==> src/rtl/joint_histogram_seq_ctrl.sv <==
// Frame sequencer for a banked joint-histogram memory: optional bin clear, counting,
// flow-controlled multi-bank read-back and a one-cycle finish pulse.
//
// state     | meaning
// ----------+-----------------------------------------------------------
// ST_IDLE   | waiting for start_i
// ST_CLEAR  | writing zero to every {ch,addr}, one bin per cycle
// ST_COUNT  | incrementer enabled until the last pixel is reported
// ST_PRE_RD | bubble so the final increment lands before reading
// ST_READ   | one read per cycle granted by rd_ready_i
// ST_DRAIN  | waiting for the last read datum to come out of the memory
// ST_FIN    | finish pulse
module joint_histogram_seq_ctrl #(
   parameter int NUM_BINS = 256,
   parameter int NUM_CH   = 1,
   parameter bit CLR_EN   = 1'b1,
   localparam int BIN_W   = $clog2(NUM_BINS),
   localparam int CH_W    = (NUM_CH > 1) ? $clog2(NUM_CH) : 1
) (
   input  logic             clk,
   input  logic             rst_n,
   input  logic             start_i,
   input  logic             progress_done_i,
   input  logic             abort_i,
   input  logic             rd_ready_i,
   output logic             clr_en_o,
   output logic             count_en_o,
   output logic             rd_en_o,
   output logic [BIN_W-1:0] addr_o,
   output logic [CH_W-1:0]  ch_o,
   output logic             rd_valid_o,
   output logic             rd_last_o,
   output logic             done_o,
   output logic             finish_o,
   output logic             busy_o
);

   localparam logic [BIN_W-1:0] ADDR_LAST = BIN_W'(NUM_BINS - 1);
   localparam logic [CH_W-1:0]  CH_LAST   = CH_W'(NUM_CH - 1);

   typedef enum logic [2:0] {
      ST_IDLE   = 3'd0,
      ST_CLEAR  = 3'd1,
      ST_COUNT  = 3'd2,
      ST_PRE_RD = 3'd3,
      ST_READ   = 3'd4,
      ST_DRAIN  = 3'd5,
      ST_FIN    = 3'd6
   } state_t;

   state_t           state;
   state_t           state_nxt;
   logic             pending;
   logic             pending_nxt;
   logic             at_last;
   logic             advance;
   logic             hold;
   logic [BIN_W-1:0] addr_nxt;
   logic [CH_W-1:0]  ch_nxt;
   logic             clr_en_d;
   logic             count_en_d;
   logic             rd_en_d;
   logic             rd_valid_d;
   logic             rd_last_d;
   logic             done_d;
   logic             finish_d;
   logic             busy_d;

   assign at_last = (ch_o == CH_LAST) && (addr_o == ADDR_LAST);

   // State, pointer, pending flag and every output are registered here.
   always_ff @(posedge clk or negedge rst_n) begin
      if (!rst_n) begin
         state      <= ST_IDLE;
         pending    <= 1'b0;
         addr_o     <= '0;
         ch_o       <= '0;
         clr_en_o   <= 1'b0;
         count_en_o <= 1'b0;
         rd_en_o    <= 1'b0;
         rd_valid_o <= 1'b0;
         rd_last_o  <= 1'b0;
         done_o     <= 1'b0;
         finish_o   <= 1'b0;
         busy_o     <= 1'b0;
      end else begin
         state      <= state_nxt;
         pending    <= pending_nxt;
         addr_o     <= addr_nxt;
         ch_o       <= ch_nxt;
         clr_en_o   <= clr_en_d;
         count_en_o <= count_en_d;
         rd_en_o    <= rd_en_d;
         rd_valid_o <= rd_valid_d;
         rd_last_o  <= rd_last_d;
         done_o     <= done_d;
         finish_o   <= finish_d;
         busy_o     <= busy_d;
      end
   end

   always_comb begin
      state_nxt = state;
      if (abort_i) begin
         state_nxt = ST_IDLE;
      end else begin
         case (state)
            ST_IDLE:   if (start_i) state_nxt = CLR_EN ? ST_CLEAR : ST_COUNT;
            ST_CLEAR:  if (at_last) state_nxt = ST_COUNT;
            ST_COUNT:  if (progress_done_i || pending) state_nxt = ST_PRE_RD;
            ST_PRE_RD: state_nxt = ST_READ;
            ST_READ:   if (rd_en_o && at_last) state_nxt = ST_DRAIN;
            ST_DRAIN:  state_nxt = ST_FIN;
            ST_FIN:    state_nxt = ST_IDLE;
            default:   state_nxt = ST_IDLE;
         endcase
      end
   end

   // Outputs are decoded from the state being entered so they line up with it.
   always_comb begin
      clr_en_d   = (state_nxt == ST_CLEAR);
      count_en_d = (state_nxt == ST_COUNT);
      rd_en_d    = (state_nxt == ST_READ) && rd_ready_i;
      rd_valid_d = rd_en_o && !abort_i;
      rd_last_d  = rd_en_o && at_last && !abort_i;
      done_d     = (state_nxt == ST_READ) || (state_nxt == ST_DRAIN);
      finish_d   = (state_nxt == ST_FIN);
      busy_d     = (state_nxt != ST_IDLE);
   end

   // A progress_done pulse that arrives while still clearing must not be lost.
   always_comb begin
      pending_nxt = pending;
      if (abort_i) begin
         pending_nxt = 1'b0;
      end else if ((state == ST_CLEAR) && progress_done_i) begin
         pending_nxt = 1'b1;
      end else if (state_nxt == ST_PRE_RD) begin
         pending_nxt = 1'b0;
      end
   end

   // {ch,addr} walks bins addr-major within a bank; it only moves on a clear
   // cycle or an issued read, holds during read stalls and is zero elsewhere.
   always_comb begin
      advance  = ((state == ST_CLEAR) && (state_nxt == ST_CLEAR)) ||
                 ((state == ST_READ) && (state_nxt == ST_READ) && rd_en_o);
      hold     = (state == ST_READ) && (state_nxt == ST_READ) && !rd_en_o;
      addr_nxt = '0;
      ch_nxt   = '0;
      if (advance) begin
         if (addr_o == ADDR_LAST) begin
            addr_nxt = '0;
            ch_nxt   = (ch_o == CH_LAST) ? '0 : ch_o + CH_W'(1);
         end else begin
            addr_nxt = addr_o + BIN_W'(1);
            ch_nxt   = ch_o;
         end
      end else if (hold) begin
         addr_nxt = addr_o;
         ch_nxt   = ch_o;
      end
   end

endmodule

==> config.mk <==
export PLATFORM = sky130hd
export DESIGN_NAME = joint_histogram_seq_ctrl
export DESIGN_NICKNAME = d
export VERILOG_FILES = /design/src/rtl/joint_histogram_seq_ctrl.sv
export SDC_FILE = /design/constraint.sdc
export NUM_CORES = 1
export LEC_CHECK = 0
export ABC_CLOCK_PERIOD_IN_PS = 2500
export CORE_MARGIN = 3
export CORE_UTILIZATION = 30
export CTS_BUF_LIST = sky130_fd_sc_hd__clkbuf_16
export CTS_CLUSTER_DIAMETER = 80
export DETAILED_ROUTE_END_ITERATION = 16
export GPL_TIMING_DRIVEN = 0
export SKIP_CTS_REPAIR_TIMING = 1
export SYNTH_ARGS = -nofsm -noshare
export SYNTH_HDL_FRONTEND = slang
export SYNTH_SLANG_ARGS = --single-unit
==> constraint.sdc <==
create_clock -name clk -period 2.5 [get_ports clk]
set_input_delay 0.25 -clock clk [delete_from_list [all_inputs] [get_ports clk]]
set_output_delay 0.25 -clock clk [all_outputs]
set_load 0.05 [all_outputs]
---- After elaboration in Yosys (flattened, before gate mapping) ----
Cells that the tools add are included.
word-level totals
  register bits after elaboration ......... 21
  input bits .............................. 6
  output and inout port bits .............. 17
  word-level logic and storage cells ...... 64
operators by class
  add/subtract/negate cells ............... 2
  equal/unequal tests ..................... 14
  mux-type cells .......................... 16
  bitwise logic cells ..................... 1
  reduce and logical (&&, ||, !) cells .... 19
operator list
  cell                                                                      number
  8-bit two-way mux                                                         3
  3-bit one-hot mux with 6 select lines                                     1
  3-bit == test (second input constant)                                     5
  3-bit two-way mux                                                         5
  3-bit by 2-bit == test with 1-bit output (second input constant)          4
  1-bit logical AND                                                         10
  8-bit by 1-bit adder with 8-bit output (second input constant)            1
  8-bit == test (second input constant)                                     1
  1-bit two-way mux                                                         7
  3-bit by 1-bit == test with 1-bit output (second input constant)          2
  3-bit nonzero test                                                        2
  3-bit logical NOT                                                         1
  1-bit logical OR                                                          3
  1-bit logical NOT                                                         2
  2-bit by 1-bit inequality test with 1-bit output (second input constant)  1
  2-bit inequality test (second input constant)                             1
  2-bit AND reduction                                                       1
  1-bit adder (second input constant)                                       1
  1-bit NOT                                                                 1

---- Logic depth before layout (Yosys ltp) ----
  depth after elaboration ................. 12
  mapped depth ............................ 5
  depth with buffers taken out ............ 5

---- Worst setup path before layout ----
No wires, ideal clock.
  kind .................................... reg-to-reg
  from .................................... register addr_o[0]
  to ...................................... register clr_en_o
  library setup time ...................... 88 ps
  data arrival time ....................... 1,967 ps
  required time ........................... 2,412 ps
  path slack .............................. 445 ps
  stages on the path, launching flop included .. 6
  buffers on the path ..................... 0
  period minus slack after synthesis ...... 2,055 ps
  cells stage by stage .................... dfrtp_1 ha_1 and4_1 nand2_1 o311ai_2 nor3b_1
between the ends
  longest elaborated chain between the ends .. 7
  elaborated cells on any way between the ends .. 8
  those cells by class .................... 2 x eq/ne; 4 x mux; 2 x reduce/logical
ends and longest elaborated chain
  element                                       line  text
  start: declaration                            29    output logic [BIN_W-1:0] addr_o,
  start signal: assignment                      89    addr_o <= addr_nxt;
  8-bit == test (*)                             69    assign at_last = (ch_o == CH_LAST) && (addr_o == ADDR_LAST);
  1-bit logical AND (*)                         69
  1-bit logical AND                             112   ST_READ: if (rd_en_o && at_last) state_nxt = ST_DRAIN;
  3-bit two-way mux                             112
  3-bit one-hot mux with 6 select lines (*)     107   case (state)
  3-bit two-way mux (*)                         104   if (abort_i) begin
  via state_nxt[0]                              52    state_t state_nxt;
  3-bit by 1-bit == test with 1-bit output (*)  122   clr_en_d = (state_nxt == ST_CLEAR);
  via clr_en_d                                  60    logic clr_en_d;
  end signal: assignment                        91    clr_en_o <= clr_en_d;
  end: declaration                              26    output logic clr_en_o,
The timed path passes the listed nets; every way through them passes the cells marked *.
A chain may end at the register's enable or synchronous reset.

---- Final worst setup path ----
Ends and elaborated chain as after synthesis.

==> insert_results.sql <==
INSERT INTO impl_metrics (metric_group, metric, value, unit) VALUES
('run_status', 'run_status', 'completed', ''),
('worst_setup_path', 'worst_ep_arrival_time', '2.24', 'ns'),
('synthesis', 'synth_top_area_share', '50.38', '%'),
('power_and_ir_drop', 'power.net_switching', '0.1727', 'mW'),
('worst_setup_path', 'rr_worst_depth', '5', ''),
('cts', 'cts_made_buffers', '3', ''),
('power_and_ir_drop', 'clockPowerShare', '42.4', '%'),
('synthesis', 'synthesis.nets', '110', ''),
('synthesis', 'synth_top_cell_by_area', 'dfrtp_1', ''),
('worst_setup_path', 'timing.critical_path.from_type', 'register', ''),
('drt', 'vias_per_cell', '4.947', ''),
('die', 'rows', '20', ''),
('sta', 'slew_violations', '0', ''),
('synthesis', 'yosys.cell_types.count', '37', ''),
('sta', 'tightest_slew', '0.8934', 'ns'),
('synthesis', 'synth_top_cells_by_area', 'dfrtp_1 (50%), nand2_1 (3.8%), nand3_1 (3.5%)', ''),
('synthesis', 'syn-cell-area', '993.5', 'sq um'),
('synthesis', 'async_reset_ff_share', '100.0', '%'),
('global_routing', 'grt_antenna_before_repair', '0', ''),
('cts', 'clockBufferDepth', '2', ''),
('cts', 'cts.htree.levels', '1', ''),
('worst_setup_path', 'cpMaxStageDelayCell', 'o311ai_2', ''),
('layout', 'layout.nets', '136', ''),
('synthesis', 'synthMostInstantiatedCell', 'dfrtp_1', ''),
('global_routing', 'grt_first_pass_wirelength', '3891', 'um'),
('synthesis', 'synth_top_cells_by_count', 'dfrtp_1 (20), nand2_1 (10), nand3_1 (7)', ''),
('power_and_ir_drop', 'comb_power_share', '12.2', '%'),
('synthesis', 'syn-mean-instance-area', '9.645', 'sq um'),
('worst_setup_path', 'worstPathRequired', '2.66', 'ns'),
('global_routing', 'grt_pass1_vias', '837', ''),
('global_routing', 'groute.usage.overall', '12.13', '%'),
('global_routing', 'grt_start_max_net_pins', '21', ''),
('drt', 'wl', '2187', 'um'),
('worst_setup_path', 'slowest_delay', '0.58', 'ns'),
('drt', 'first_drt_iteration_drcs', '76', ''),
('drt', 'route.antenna.remaining_nets', '0', ''),
('drt', 'detailroute.via_count', '846', ''),
('cts', 'cts.reportedPaths.clkPinSlew', '0.05', 'ns'),
('worst_setup_path', 'ff2ff_setup_slack', '0.42', 'ns'),
('synthesis', 'synth_enable_flop_cells', '0', ''),
('sta', 'setup_repair_after_global_routing_missed_its_margin', 'no', ''),
('synthesis', 'synth-seq-cells', '20', ''),
('sta', 'report.final.hold_viol_count', '0', ''),
('synthesis', 'yosys_synthesis_warning_count', '0', ''),
('worst_setup_path', 'worst_r2r_startpoint', 'addr_o[0]', ''),
('global_routing', 'grt_remaining_overflow', '0', ''),
('sta', 'slew_margin_rel', '40.25', '%'),
('worst_setup_path', 'crit_type', 'reg2reg', ''),
('sta', 'post-route-period-util', '83.25', '%'),
('worst_setup_path', 'timing.critical_path.from', 'addr_o[0]', ''),
('sta', 'setup_viol', '0', ''),
('worst_setup_path', 'worst_setup_path_end_kind', 'register', ''),
('die', 'die-width', '63.55', 'um'),
('sta', 'fmax', '480.5', 'MHz'),
('cts', 'tritoncts', 'built', ''),
('power_and_ir_drop', 'intPower', '0.5779', 'mW'),
('placed_design', 'port-buffer-count', '21', ''),
('drt', 'drt_first_pass_iters', '4', ''),
('synthesis', 'synthCells', '103', ''),
('die', 'floorplan.io_pins', '23', ''),
('placed_design', 'place.gp.congestion', '0.7808', ''),
('die', 'die_height', '63.55', 'um'),
('worst_setup_path', 'critical_path.reg2reg.endpoint', 'clr_en_o', ''),
('run', 'cap_viol_max_count', '0', ''),
('power_and_ir_drop', 'max-vdd-ir-drop', '206.6', 'uV'),
('cts', 'clkSinkCount', '20', ''),
('die', 'die-area', '4038', 'sq um'),
('layout', 'antennaDiodeCount', '0', ''),
('power_and_ir_drop', 'leakage', '0.5242', 'nW'),
('power_and_ir_drop', 'swShare', '23.00', '%'),
('drt', 'post_drt_wl_per_cell', '12.79', 'um');
cell families after synthesis:
| kind of cell | count (synthesis) | synth area share (%) |
|---|---|---|
| simple gates | 49 | 27.21 |
| buf+inv | 10 | 4.282 |
| compound gates | 21 | 15.49 |
| flops | 20 | 50.38 |
| other cells | 1 | 0.3775 |
| fa+ha+maj | 1 | 1.259 |
| mux | 1 | 1.008 |
per-stage QoR:
step                      area (sq um)  utilization, %  hold WS, ns  instances  setup WS, ns
after floorplan                  993.5               -     -0.04559        103        0.4447
after global placement            1259           40.56       0.5574        168        0.2751
after detailed placement          1259           40.56       0.5637        168        0.2668
after CTS                         1334           42.98       0.5258        171        0.3973
after global routing              1334           42.98       0.5489        171        0.2078
final                             1334           42.98       0.5068        171        0.4187
how the worst max path moves through the flow:
stage	end	slack (ns)	depth (start not counted)
floorplan	clr_en_o	0.44	5
global placement	clr_en_o	0.28	6
detailed placement	clr_en_o	0.27	6
CTS	clr_en_o	0.40	5
global route	clr_en_o	0.21	5
finish	clr_en_o	0.42	5
layout by cell type (no fill, tap or decap), drive strengths merged, types with 2 or more instances in the layout:
| master | synthesis | final |
|---|---|---|
| or4 | 2 | 2 |
| nand3 | 7 | 7 |
| nor3 | 4 | 4 |
| or3 | 4 | 4 |
| nand2b | 3 | 3 |
| a21oi | 5 | 5 |
| nor2 | 5 | 5 |
| buf | 2 | 2 |
| dfrtp | 20 | 20 |
| clkbuf | 2 | 5 |
| a31oi | 2 | 2 |
| o21ai | 5 | 5 |
| nand2 | 10 | 10 |
| and3 | 2 | 2 |
| clkdlybuf4s50 | 0 | 21 |
| nor3b | 4 | 4 |
| inv | 6 | 6 |
worst max-delay path, delay by kind of cell (launching register included):
family,cells,cell delay (ns)
AND/OR/NAND/NOR,3,0.74
flip-flops,1,0.42
AO/OA/AOI/OAI,1,0.58
adder cells (fa/ha/maj),1,0.26
final cells by class:
| type | instances | area, sq um |
|---|---|---|
| Buffer | 4 | 20.02 |
| Clock buffer | 3 | 75.07 |
| Fill cell | 319 | 1769 |
| Inverter | 6 | 22.52 |
| Multi-Input combinational cell | 73 | 450.4 |
| Sequential cell | 20 | 500.5 |
| Tap cell | 44 | 55.05 |
| Timing Repair Buffer | 21 | 210.2 |
sequential cells by signal, summed over array words and instances (netlist names):
register	count
rd_last_o	1
clr_en_o	1
state	3
addr_o	8
count_en_o	1
rd_valid_o	1
rd_en_o	1
pending	1
done_o	1
busy_o	1
finish_o	1
metal layers:
metal	global-route usage [%]	part of all wire (%)
met1	15.68	47
met2	19.43	48
met3	2.317	4.1
met4	5.660	1.4
met5	0	0
power by group through the flow:
stage | clock network (mW) | logic (mW) | registers [mW]
2_1_floorplan | 0 | 0.0349 | 0.367
3_3_place_gp | 0 | 0.0908 | 0.346
3_5_place_dp | 0 | 0.0919 | 0.346
4_1_cts | 0.328 | 0.0927 | 0.341
5_1_grt | 0.344 | 0.0988 | 0.342
6_report | 0.318 | 0.0915 | 0.341
No activity file was read; power rests on OpenSTA's default activity.
